===== src/rtl/exec_muldiv.sv =====
// Iterative HI/LO multiply/divide unit: one bit per cycle shift-add multiply and restoring divide.
// Define EXEC_MULDIV_FAST_MUL_EN to compute MULT/MULTU with a single-cycle multiplier instead.
module exec_muldiv #(
  parameter int WIDTH = 32
) (
  input  logic             clk,
  input  logic             reset,
  input  logic             in_valid,
  output logic             in_ready,
  input  logic [2:0]       in_op,
  input  logic [WIDTH-1:0] in_a,
  input  logic [WIDTH-1:0] in_b,
  input  logic             flush,
  output logic             out_valid,
  input  logic             out_ready,
  output logic [WIDTH-1:0] out_data,
  output logic [WIDTH-1:0] hi,
  output logic [WIDTH-1:0] lo,
  output logic             busy
);
  localparam int CW = $clog2(WIDTH);
  localparam logic [CW-1:0] LAST = CW'(WIDTH - 1);

  typedef enum logic [1:0] {IDLE, MUL, DIV, DONE} state_t;

  state_t           r_state;
  logic [CW-1:0]    r_cnt;
  logic [2*WIDTH-1:0] r_p;
  logic [WIDTH-1:0] r_m, r_a, r_hi, r_lo, r_out;
  logic             r_negq, r_negr, r_dz, r_vld;

  // Signed ops (MULT, DIV) have op[0]==0; work on magnitudes and fix signs at the end.
  logic             w_sa, w_sb;
  logic [WIDTH-1:0] w_abs_a, w_abs_b;
  assign w_sa    = ~in_op[0] & in_a[WIDTH-1];
  assign w_sb    = ~in_op[0] & in_b[WIDTH-1];
  assign w_abs_a = w_sa ? -in_a : in_a;
  assign w_abs_b = w_sb ? -in_b : in_b;

  // Multiply step: r_p = {partial product, remaining multiplier bits}.
  logic [WIDTH:0]     w_mul_sum;
  logic [2*WIDTH-1:0] w_mul_next, w_prod;
  assign w_mul_sum  = {1'b0, r_p[2*WIDTH-1:WIDTH]} + (r_p[0] ? {1'b0, r_m} : '0);
  assign w_mul_next = {w_mul_sum, r_p[WIDTH-1:1]};
  assign w_prod     = r_negq ? -w_mul_next : w_mul_next;

  // Restoring divide step: r_p = {remainder, dividend bits / quotient bits}.
  logic [WIDTH:0]     w_rem_sh, w_rem_new;
  logic               w_ge;
  logic [2*WIDTH-1:0] w_div_next;
  logic [WIDTH-1:0]   w_q, w_r;
  assign w_rem_sh   = {r_p[2*WIDTH-1:WIDTH], r_p[WIDTH-1]};
  assign w_ge       = w_rem_sh >= {1'b0, r_m};
  assign w_rem_new  = w_ge ? w_rem_sh - {1'b0, r_m} : w_rem_sh;
  assign w_div_next = {w_rem_new[WIDTH-1:0], r_p[WIDTH-2:0], w_ge};
  assign w_q = r_dz ? '1  : (r_negq ? -w_div_next[WIDTH-1:0] : w_div_next[WIDTH-1:0]);
  assign w_r = r_dz ? r_a : (r_negr ? -w_div_next[2*WIDTH-1:WIDTH] : w_div_next[2*WIDTH-1:WIDTH]);

`ifdef EXEC_MULDIV_FAST_MUL_EN
  logic [2*WIDTH-1:0] w_fmag, w_fprod;
  assign w_fmag  = {{WIDTH{1'b0}}, w_abs_a} * {{WIDTH{1'b0}}, w_abs_b};
  assign w_fprod = (w_sa ^ w_sb) ? -w_fmag : w_fmag;
`endif

  assign in_ready  = (r_state == IDLE) & ~flush;
  assign busy      = (r_state != IDLE);
  assign out_valid = r_vld;
  assign out_data  = r_out;
  assign hi        = r_hi;
  assign lo        = r_lo;

  always_ff @(posedge clk) begin
    if (reset) begin
      r_state <= IDLE;
      r_cnt   <= '0;
      r_p     <= '0;
      r_m     <= '0;
      r_a     <= '0;
      r_hi    <= '0;
      r_lo    <= '0;
      r_out   <= '0;
      r_negq  <= 1'b0;
      r_negr  <= 1'b0;
      r_dz    <= 1'b0;
      r_vld   <= 1'b0;
    end else if (flush) begin
      r_state <= IDLE;
      r_cnt   <= '0;
      r_vld   <= 1'b0;
    end else begin
      case (r_state)
        IDLE: if (in_valid) begin
          r_cnt  <= '0;
          r_negq <= w_sa ^ w_sb;
          r_negr <= w_sa;
          r_dz   <= (in_b == '0);
          r_a    <= in_a;
          r_m    <= in_op[1] ? w_abs_b : w_abs_a;
          r_p    <= {{WIDTH{1'b0}}, (in_op[1] ? w_abs_a : w_abs_b)};
          case (in_op)
`ifdef EXEC_MULDIV_FAST_MUL_EN
            3'd0, 3'd1: begin
              {r_hi, r_lo} <= w_fprod;
              r_out   <= w_fprod[WIDTH-1:0];
              r_vld   <= 1'b1;
              r_state <= DONE;
            end
`else
            3'd0, 3'd1: r_state <= MUL;
`endif
            3'd2, 3'd3: r_state <= DIV;
            3'd4: begin r_out <= r_hi; r_vld <= 1'b1; r_state <= DONE; end
            3'd5: begin r_out <= r_lo; r_vld <= 1'b1; r_state <= DONE; end
            3'd6: begin r_hi <= in_a; r_out <= in_a; r_vld <= 1'b1; r_state <= DONE; end
            default: begin r_lo <= in_a; r_out <= in_a; r_vld <= 1'b1; r_state <= DONE; end
          endcase
        end
        MUL: begin
          r_p   <= w_mul_next;
          r_cnt <= r_cnt + 1'b1;
          if (r_cnt == LAST) begin
            {r_hi, r_lo} <= w_prod;
            r_out   <= w_prod[WIDTH-1:0];
            r_vld   <= 1'b1;
            r_cnt   <= '0;
            r_state <= DONE;
          end
        end
        DIV: begin
          r_p   <= w_div_next;
          r_cnt <= r_cnt + 1'b1;
          if (r_cnt == LAST) begin
            r_lo    <= w_q;
            r_hi    <= w_r;
            r_out   <= w_q;
            r_vld   <= 1'b1;
            r_cnt   <= '0;
            r_state <= DONE;
          end
        end
        default: if (out_ready) begin
          r_vld   <= 1'b0;
          r_state <= IDLE;
        end
      endcase
    end
  end
endmodule


===== config.mk =====
export PLATFORM = sky130hd
export DESIGN_NAME = exec_muldiv
export DESIGN_NICKNAME = d
export VERILOG_FILES = /design/src/rtl/exec_muldiv.sv
export SDC_FILE = /design/constraint.sdc
export NUM_CORES = 1
export LEC_CHECK = 0
export ABC_CLOCK_PERIOD_IN_PS = 5400
export CAP_MARGIN = 20
export CORE_UTILIZATION = 39
export DETAILED_ROUTE_END_ITERATION = 10
export HOLD_SLACK_MARGIN = 0.03
export PLACE_DENSITY = 0.68
export SETUP_SLACK_MARGIN = 0.15
export SLEW_MARGIN = 20
export SYNTH_ARGS = -nofsm -noshare
export SYNTH_HDL_FRONTEND = slang
export SYNTH_SLANG_ARGS = --single-unit

===== constraint.sdc =====
create_clock -name clk -period 5.4 [get_ports clk]
set_input_delay 1.62 -clock clk [delete_from_list [all_inputs] [get_ports clk]]
set_output_delay 1.62 -clock clk [all_outputs]
set_load 0.005 [all_outputs]

## Word-level counts from Yosys, hierarchy flattened

Cells that the tools add are included.

| storage, ports and cells | value |
|---|---|
| flip-flop bits (word level) | 235 |
| output and inout port bits | 99 |
| input port bits | 72 |

| cells by class | value |
|---|---|
| magnitude comparators | 1 |
| multiplexer cells | 39 |
| equal/unequal tests | 16 |
| bitwise gates (word level) | 6 |
| $add $sub $neg | 8 |
| reductions and logical operators | 21 |

Operators with widths:

| kind | number |
|---|---|
| $mux W32 | 19 |
| $pmux W32 S3 | 4 |
| $pmux W64 S3 | 1 |
| $mux W64 | 2 |
| $neg A32 Y32 | 4 |
| $neg A64 Y64 | 1 |
| $add A32 B32 Y33 | 1 |
| $ge A33 B32 Y1 | 1 |
| $logic_not A32 Y1 | 1 |
| $sub A32 B32 Y32 | 1 |
| $reduce_and A6 Y1 | 3 |
| $mux W5 | 2 |
| $ne A2 B2 Y1 const B | 5 |
| $pmux W5 S2 | 1 |
| $eq A3 B3 Y1 const B | 3 |
| $reduce_and A3 Y1 | 3 |
| $pmux W2 S2 | 2 |
| $reduce_or A2 Y1 | 4 |
| $reduce_or A7 Y1 | 1 |
| $eq A3 B2 Y1 const B | 2 |
| $mux W2 | 3 |
| $reduce_bool A3 Y1 | 2 |
| $add A5 B1 Y5 const B | 1 |
| $eq A5 B5 Y1 const B | 1 |
| other kinds (15) | 23 |

## Logic depth before layout (Yosys ltp)

Gate-level depths: netlist of run 1.

| logic depth | value |
|---|---|
| depth in word-level cells | 7 |
| mapped depth | 22 |

## Least setup slack after synthesis of run 1

Ideal clock, no wire load.

| timing | value |
|---|---|
| kind | register to register |
| start | reg r_p[0] |
| end | reg r_hi[29], in the netlist hi[29] |
| library setup time | 95 ps |
| data required time | 5305 ps |
| cell stages (with the launch flop) | 18 |
| arrival time | 4499 ps |
| setup slack | 806 ps |
| path through | dfxtp_1 -> clkbuf_1 -> inv_1 -> clkbuf_1 -> nor2_1 -> ha_1 -> a211o_1 -> and4_4 -> or4_4 -> or4_4 -> nor2_4 -> nand2b_2 -> or4_4 -> nand4b_4 -> o31ai_1 -> xnor2_1 -> nand2_1 -> a221oi_1 |

| between the ends | value |
|---|---|
| cells in the longest elaborated chain, start to end | 6 |

Ends and longest elaborated chain:

| what | line | source |
|---|---|---|
| start, declared | 28 | `logic [2*WIDTH-1:0] r_p;` |
| start signal, assigned | 99 | `r_p <= {{WIDTH{1'b0}}, (in_op[1] ? w_abs_a : w_abs_b)};` |
| start signal, assigned | 119 | `r_p <= w_mul_next;` |
| start signal, assigned | 130 | `r_p <= w_div_next;` |
| $mux W32 (*) | 43 | `assign w_mul_sum = {1'b0, r_p[2*WIDTH-1:WIDTH]} + (r_p[0] ? {1'b0, r_m} : '0);` |
| $add A32 B32 Y33 (*) | 43 |  |
| $neg A64 Y64 | 45 | `assign w_prod = r_negq ? -w_mul_next : w_mul_next;` |
| $mux W64 (*) | 45 |  |
| $mux W32 (*) | 121 | `if (r_cnt == LAST) begin` |
| $pmux W32 S3 (*) | 91 | `case (r_state)` |
| end signal, assigned | 122 | `{r_hi, r_lo} <= w_prod;` |
| end signal, assigned | 134 | `r_hi <= w_r;` |
| end, declared | 29 | `logic [WIDTH-1:0] r_m, r_a, r_hi, r_lo, r_out;` |

Every way passes the cells marked *; elsewhere a longest branch is shown, timed or not. The select of a mux whose other input is x is not followed.
A chain may end at the register's enable or synchronous reset.

## Final worst setup path of run 1

| timing | value |
|---|---|
| start | reg r_p[0] |
| end | reg r_hi[28], in the netlist hi[28] |

The elaborated chain is that of the path after synthesis.

==> results of run 1 <==
## sequential cells by signal, summed over array words and instances, names as in the netlist, 2 cells and up
| name | flops |
|---|---|
| hi | 32 |
| lo | 32 |
| out_data | 32 |
| r_a | 32 |
| r_cnt | 5 |
| r_m | 32 |
| r_p | 64 |
| r_state | 2 |
## critical path, cell delays in order (launching register included)
cell and delay [ps]:
dfxtp_1 550, inv_1 250, nor2_1 230, ha_1 270, a211o_1 310, and4_4 190, or4_4 550, or4_4 590
nor2_4 130, nand3_1 90, or4_4 490, nand4b_1 340, o21ai_1 270, xor2_1 170, o31ai_1 80, a211o_1 300
## cell type report
cell class | count | area (sq um)
clock inverter | 16 | 242.7
multi-input combinational | 2389 | 14700
fill | 5346 | 28000
tap | 680 | 850.8
clock buffer | 32 | 704.4
sequential | 235 | 4707
timing repair buffer | 237 | 2237
inverter | 74 | 277.8
## stage by stage
stage / instances / hold WS (ps)
after global placement: 3615 / 437.7
after detailed placement: 3615 / 441.2
after CTS: 3663 / 450.1
final: 3663 / 451.5
after global routing: 3663 / 464.9
after floorplan: 2945 / 431.2
## per-layer routing
| metal | vias to the layer above | part of all wire, % | routed length, microns | track usage [%] |
|---|---|---|---|---|
| met4 | 2 | 5.0 | 4228 | 13.45 |
| met3 | 237 | 11 | 9451 | 6.422 |
| met5 | - | 0.014 | 12 | 0 |
| li1 | 10629 | - | - | - |
| met2 | 1332 | 42 | 35480 | 45.78 |
| met1 | 10696 | 42 | 35270 | 42.20 |
## synthesized netlist by cell type (11+ instances only)
library cell / n / share of area [%]
nand2_1: 386 / 7.1
nor2_1: 353 / 6.5
a21oi_1: 336 / 8.2
dfxtp_1: 235 / 23
clkbuf_1: 213 / 3.9
o21ai_0: 209 / 5.1
xnor2_1: 140 / 6.0
xor2_1: 79 / 3.4
ha_1: 74 / 4.5
inv_1: 72 / 1.3
mux2i_1: 59 / 2.9
a211oi_1: 58 / 2.1
nor3_1: 53 / 1.3
nand3_1: 47 / 1.1
a22oi_1: 46 / 1.7
o211ai_1: 37 / 1.4
o31ai_1: 36 / 1.3
a221oi_1: 28 / 1.2
or3_1: 28 / 0.85
nand2b_1: 25 / 0.76
nor4_1: 24 / 0.73
a211o_1: 22 / 0.94
a21o_1: 21 / 0.77
buf_1: 21 / 0.38
o41ai_1: 21 / 0.90
or4_1: 21 / 0.77
a22o_1: 19 / 0.81
a311oi_1: 19 / 0.81
o21a_1: 17 / 0.62
a31oi_1: 16 / 0.49
and2_1: 15 / 0.46
nand4_1: 14 / 0.43
a221o_1: 13 / 0.63
buf_2: 13 / 0.32
mux2_2: 13 / 0.71
nor2b_1: 13 / 0.40
or2_2: 12 / 0.37
and3_1: 11 / 0.34
## where the power goes
group          switching (W)  internal [W]
sequential          0.000158       0.00185
combinational        0.00148      0.000818
clock               0.000831       0.00122
total                0.00247       0.00388
## cells by family after synthesis
family                   Yosys count
AND/OR/NAND/NOR                 1041
buffers and inverters            321
multiplexers                      73
AO/OA/AOI/OAI                    980
XOR/XNOR                         219
flip-flops                       235
adder cells (fa/ha/maj)           76
## how the worst max path moves through the flow
stage	start	end	slack, ps	depth (start not counted)
6_report	r_p[0]	hi[28]	470	15
5_1_grt	r_p[0]	hi[30]	160	17
4_1_cts	r_p[0]	hi[28]	490	16
3_5_place_dp	in_a[13]	r_p[31]	470	13
3_3_place_gp	in_a[13]	r_p[31]	500	13
2_1_floorplan	r_p[0]	hi[29]	810	17
==> summary.md, run 1 <==
| Metric | Value |
|---|---|
| Die Y | 231.5 microns |
| Clk slew on worst S/H paths | 70 ps |
| Total track usage | 30.68% |
| Vias in the first global route | 20,910 |
| Starting Density | 39.72% |
| Final period util | 91.28% |
| Critical path class | flop to flop |
| Mapped Cells | 2,945 |
| HPWL after DPL | 63,430 microns |
| Pwr dens | 268.1 nW/um^2 |
| ANT nets after route | 0 |
| RSZ-0062 raised after global routing | false |
| Worst setup EP type | flop |
| Core ar. | 51,720 sq um |
| Clock tree sinks | 235 |
| CP required | 5870 ps |
| Io pins | 171 |
| Sequential share of the synthesized area | 22.90% |
| Slew headroom | 26.60% |
| Largest family of logic cells by synthesized area | compound AO/OA/AOI/OAI gates |
| DR iter-0 viols | 2,966 |
| Synth Area in Compound Gates | 30.65% |
| Worst-Margin Slew | 1097 ps |
| Clk Latency, worst-skew pair | 580 ps |
| Synth warnings | 0 |
| Startpoint types | flop |
| Mapped Area | 20,540 sq um |
| Pin count of the biggest net entering global routing | 88 |
| Placed Area | 22,760 sq um |
| Clk buf depth | 3 |
| WHS Endpoint | r_a[17] |
| Final slew viol count | 0 |
| Die X | 231.5 microns |
| Nets | 3,112 |
| # DRC | 0 |
| HP Class | flop to flop |
| PnR Total Power | 0.006358 W |
| Number of I/O port buffers | 170 |
| Worst Path Arrival | 5400 ps |
| Worst reg2reg path startpoint | r_p[0] |
| Distinct cell type count after synthesis | 87 |
| Commonest non-fill, non-tap cells in the layout | nand2_1 (384), nor2_1 (351), a21oi_1 (335), dfxtp_1 (233), o21ai_0 (209) |
| Vias per inst | 6.251 |
| Reg-to-Reg End | hi[28] |
| Async SR Flop Fraction | 0% |
| Core Util, Final | 45.86% |
| Area Overhead vs Synth | 15.45% |
| Main synth FF type | dfxtp_1 |
| Routed WL | 84,440 microns |
| Leak | 8.734 nW |
| Synth Area in Adders | 4.702% |
| Worst Min Path Start | r_a[17] |
| DR WL/cell | 23.05 microns |
| Root buffer cell | clkbuf_16 |
| Status | complete, no violations |
| Cell area after layout | 23,720 sq um |
| Max-Cap Viols | 0 |
| Layout cell share with drive strength beyond 1 | 6.034% |
| Post-Synth Simple-Gate Area | 22.77% |
| Maximum fanout along the worst path | 9 |
| Detailed-route via count | 22,896 |
| # Post-CTS Setup Buffers | 0 |
| R2R depth | 15 |
| H-tree lvl count | 1 |
| Hold Crit Depth | 2 |
| Period minus WS final | 4929 ps |
| Setup slack, reg-to-reg | 470 ps |
| #FFs+latches synth | 235 |
| Pre-CTS WS | 469.1 ps |
| # hold bufs at CTS | 0 |
| Total CTS buffers | 27 |
| FMAX | 0.2029 GHz |
| Clk_skew | 15.13 ps |
| CTS tree | done |
| Overflow after GRT | 0 |
| Core Rows | 83 |
| Setup violations, final | 0 |
| Initial antenna violation count | 1 |
| Drt first pass iters | 6 |
| First-pass GRT wire length | 128,000 microns |
| Antenna Diode Count | 0 |
| Maximum vdd drop | 0.2256 mV |
| Final worst slack | 470.7 ps |
| Commonest non-fill, non-tap cell in the layout | nand2_1 |
| Die Area | 53,590 sq um |
| Avg Cell Area, Syn | 6.975 sq um |
| PostCTS Resize Cnt | 0 |
| Final Hold Viols | 0 |
| Post-route setup TNS | 0 ps |
| GPL Wtd Cong | 0.9955 |
| Post-Synth XOR/XNOR Area | 9.337% |
| Mapped Nets | 3,093 |
| Mux cell area share after synthesis | 3.697% |
| Post-synth EDFFs | 0 |
Note: power is estimated with default switching activity, not from simulation.
==> inputs of run 2 (changes only) <==
--- a/config.mk
+++ b/config.mk
@@ -9,6 +9,7 @@
 export CAP_MARGIN = 20
 export CORE_UTILIZATION = 39
 export DETAILED_ROUTE_END_ITERATION = 10
+export GPL_TIMING_DRIVEN = 0
 export HOLD_SLACK_MARGIN = 0.03
 export PLACE_DENSITY = 0.68
 export SETUP_SLACK_MARGIN = 0.15
==> run 2 against run 1 <==
  * Via count rose by 9.7%
  * Highest routed layer unchanged
  * Hold slack improved by 1.8 ps
  * Register-to-register slack got worse by 220 ps
  * Fmax fell by 4.3%
  * Count of clock-buffer cells in the layout rose by 2
  * Sequential share of layout area fell by 0.41 points
  * Critical endpoint is now out_data[20]
  * Sequential power fell by 3%
==> summary.md, run 2 (synthesis results as in run 1) <==
| Metric | Value |
|---|---|
| Commonest non-fill, non-tap cell in the layout | nand2_1 |
| CTS tree | done |
| Pin count of the biggest net entering global routing | 16 (-82%) |
| Core ar. | 51,720 sq um (unchanged) |
| Die X | 231.5 microns (unchanged) |
| Worst Min Path Start | r_a[12] |
| CP required | 5870 ps (about the same) |
| Worst setup EP type | flop |
| First-pass GRT wire length | 148,300 microns (+16%) |
| Die Y | 231.5 microns (unchanged) |
| Largest register FFs | 64 (unchanged) |
| Final period util | 95.41% (+4.1 points) |
| Setup slack, reg-to-reg | 250 ps (-220 ps) |
| Critical Path Source | r_m[20] |
| Total track usage | 37.25% (+6.6 points) |
| Area Overhead vs Synth | 17.82% |
| Core Rows | 83 (unchanged) |
| Number of I/O port buffers | 162 (-4.7%) |
| Clk buf depth | 3 (unchanged) |
| Clk slew on worst S/H paths | 70 ps (about the same) |
| Io pins | 171 (unchanged) |
| Layout cell share with drive strength beyond 1 | 4.768% (-1.3 points) |
| Commonest non-fill, non-tap cells in the layout | nand2_1 (386), nor2_1 (351), a21oi_1 (335), dfxtp_1 (235), clkbuf_1 (206) |
| Status | complete, no violations |
| Pwr dens | 275.6 nW/um^2 (+2.8%) |
| Maximum vdd drop | 0.2623 mV (+16%) |
| Final Hold Viols | 0 (unchanged) |
| Final worst slack | 247.7 ps (-222.9 ps) |
| FMAX | 0.1941 GHz (-4.3%) |
| Clk Latency, worst-skew pair | 620 ps (+40 ps) |
| Max-Cap Viols | 0 (unchanged) |
| HPWL after DPL | 81,660 microns (+29%) |
| Initial antenna violation count | 1 (unchanged) |
| Overflow after GRT | 0 (unchanged) |
| Clock tree sinks | 235 (unchanged) |
| Leak | 8.787 nW (+0.61%) |
| # DRC | 0 (unchanged) |
| H-tree lvl count | 1 (unchanged) |
| Startpoint types | flop |
| GPL Wtd Cong | 1.129 (+13%) |
| Total CTS buffers | 29 (+7.4%) |
| Slew headroom | 16.60% (-10 points) |
| Critical path class | flop to flop |
| Root buffer cell | clkbuf_16 |
| Vias per inst | 6.526 (+4.4%) |
| DR WL/cell | 26.98 microns (+17%) |
| Clk_skew | 47.82 ps (+32.69 ps) |
| Worst Path Arrival | 5620 ps (+220 ps) |
| Biggest register | r_p |
| Period minus WS final | 5152 ps (+222.9 ps) |
| Pre-CTS WS | -458.2 ps (-927.2 ps) |
| PnR Total Power | 0.006671 W (+4.9%) |
| Setup violations, final | 0 (unchanged) |
| Worst-Margin Slew | 1251 ps (+154.2 ps) |
| ANT nets after route | 0 (unchanged) |
| Routed WL | 103,800 microns (+23%) |
| Worst reg2reg path startpoint | r_m[20] |
| Final slew viol count | 0 (unchanged) |
| RSZ-0062 raised after global routing | false |
| Die Area | 53,590 sq um (unchanged) |
| Nets | 3,296 (+5.9%) |
| Starting Density | 39.72% (unchanged) |
| Drt first pass iters | 10 (+4) |
| DR iter-0 viols | 3,598 (+21%) |
| HP Class | flop to flop |
| Vias in the first global route | 22,726 (+8.7%) |
| Detailed-route via count | 25,113 (+9.7%) |
| Maximum fanout along the worst path | 10 (+1) |
run 2: area by class of cell:
cell class                      instances  area, sq um
Buffer                                247        967.2
Clock inverter                         16        206.4
Fill cell                            5448        27510
Timing Repair Buffer                  172         1697
Tap cell                              680        850.8
Antenna cell                            1        2.502
Sequential cell                       235         4705
Multi-Input combinational cell       2389        14720
Clock buffer                           34        774.5
Inverter                               74        281.5
run 2: worst max-delay path, cell delays in order, from the launching register on:
cell and delay [ps]:
dfxtp_1 310, inv_1 220, ha_1 280, buf_2 170
a21oi_1 290, o21a_1 200, nor3_1 80, a41oi_1 290
o221a_2 390, nand2_2 110, inv_2 210, clkbuf_2 320
clkbuf_2 370, ha_2 380, nand2_1 130, o21ai_0 230
xnor2_1 160, o21ai_0 250, nand3_1 250, o211ai_1 260
a21oi_1 120
run 2: power by group:
part | switching, W | leakage, nW | internal [W] | total, W
logic | 0.00181 | 6.40 | 0.000838 | 0.00265
registers | 0.0000920 | 1.91 | 0.00185 | 0.00194
clock network | 0.000870 | 0.480 | 0.00121 | 0.00208
total | 0.00277 | 8.79 | 0.00390 | 0.00667
run 2: metal layers:
layer	track usage [%]	part of all wire (%)
met5	0	0.041
met4	21.21	6.8
met3	14.33	15
met2	52.76	40
met1	47.71	38
run 2: what timing repair did:
action                                  CTS  global route
resized for setup                        11            34
endpoints found under the setup margin   41            43
hold buffers                              0             0
pin swaps                                 0             4
buffers inserted                          1             9
run 2: metrics by stage:
| step | setup TNS (ps) | cells | instance area [sq um] | hold WS [ps] | utilization (%) |
|---|---|---|---|---|---|
| 2_1_floorplan | 0 | 2945 | 20540 | 431.2 | - |
| 3_3_place_gp | -4432 | 3787 | 23010 | 436.3 | 44.50 |
| 3_5_place_dp | -4722 | 3787 | 23010 | 441.7 | 44.50 |
| 4_1_cts | 0 | 3838 | 24020 | 450.2 | 46.45 |
| 5_1_grt | 0 | 3847 | 24200 | 467.3 | 46.79 |
| 6_report | 0 | 3848 | 24200 | 453.3 | 46.80 |
run 2: final timing paths:
kind,to,depth (start not counted)
max,out_data[20],20
min,r_a[12],2
max reg2reg,out_data[20],20
min reg2reg,r_a[12],2
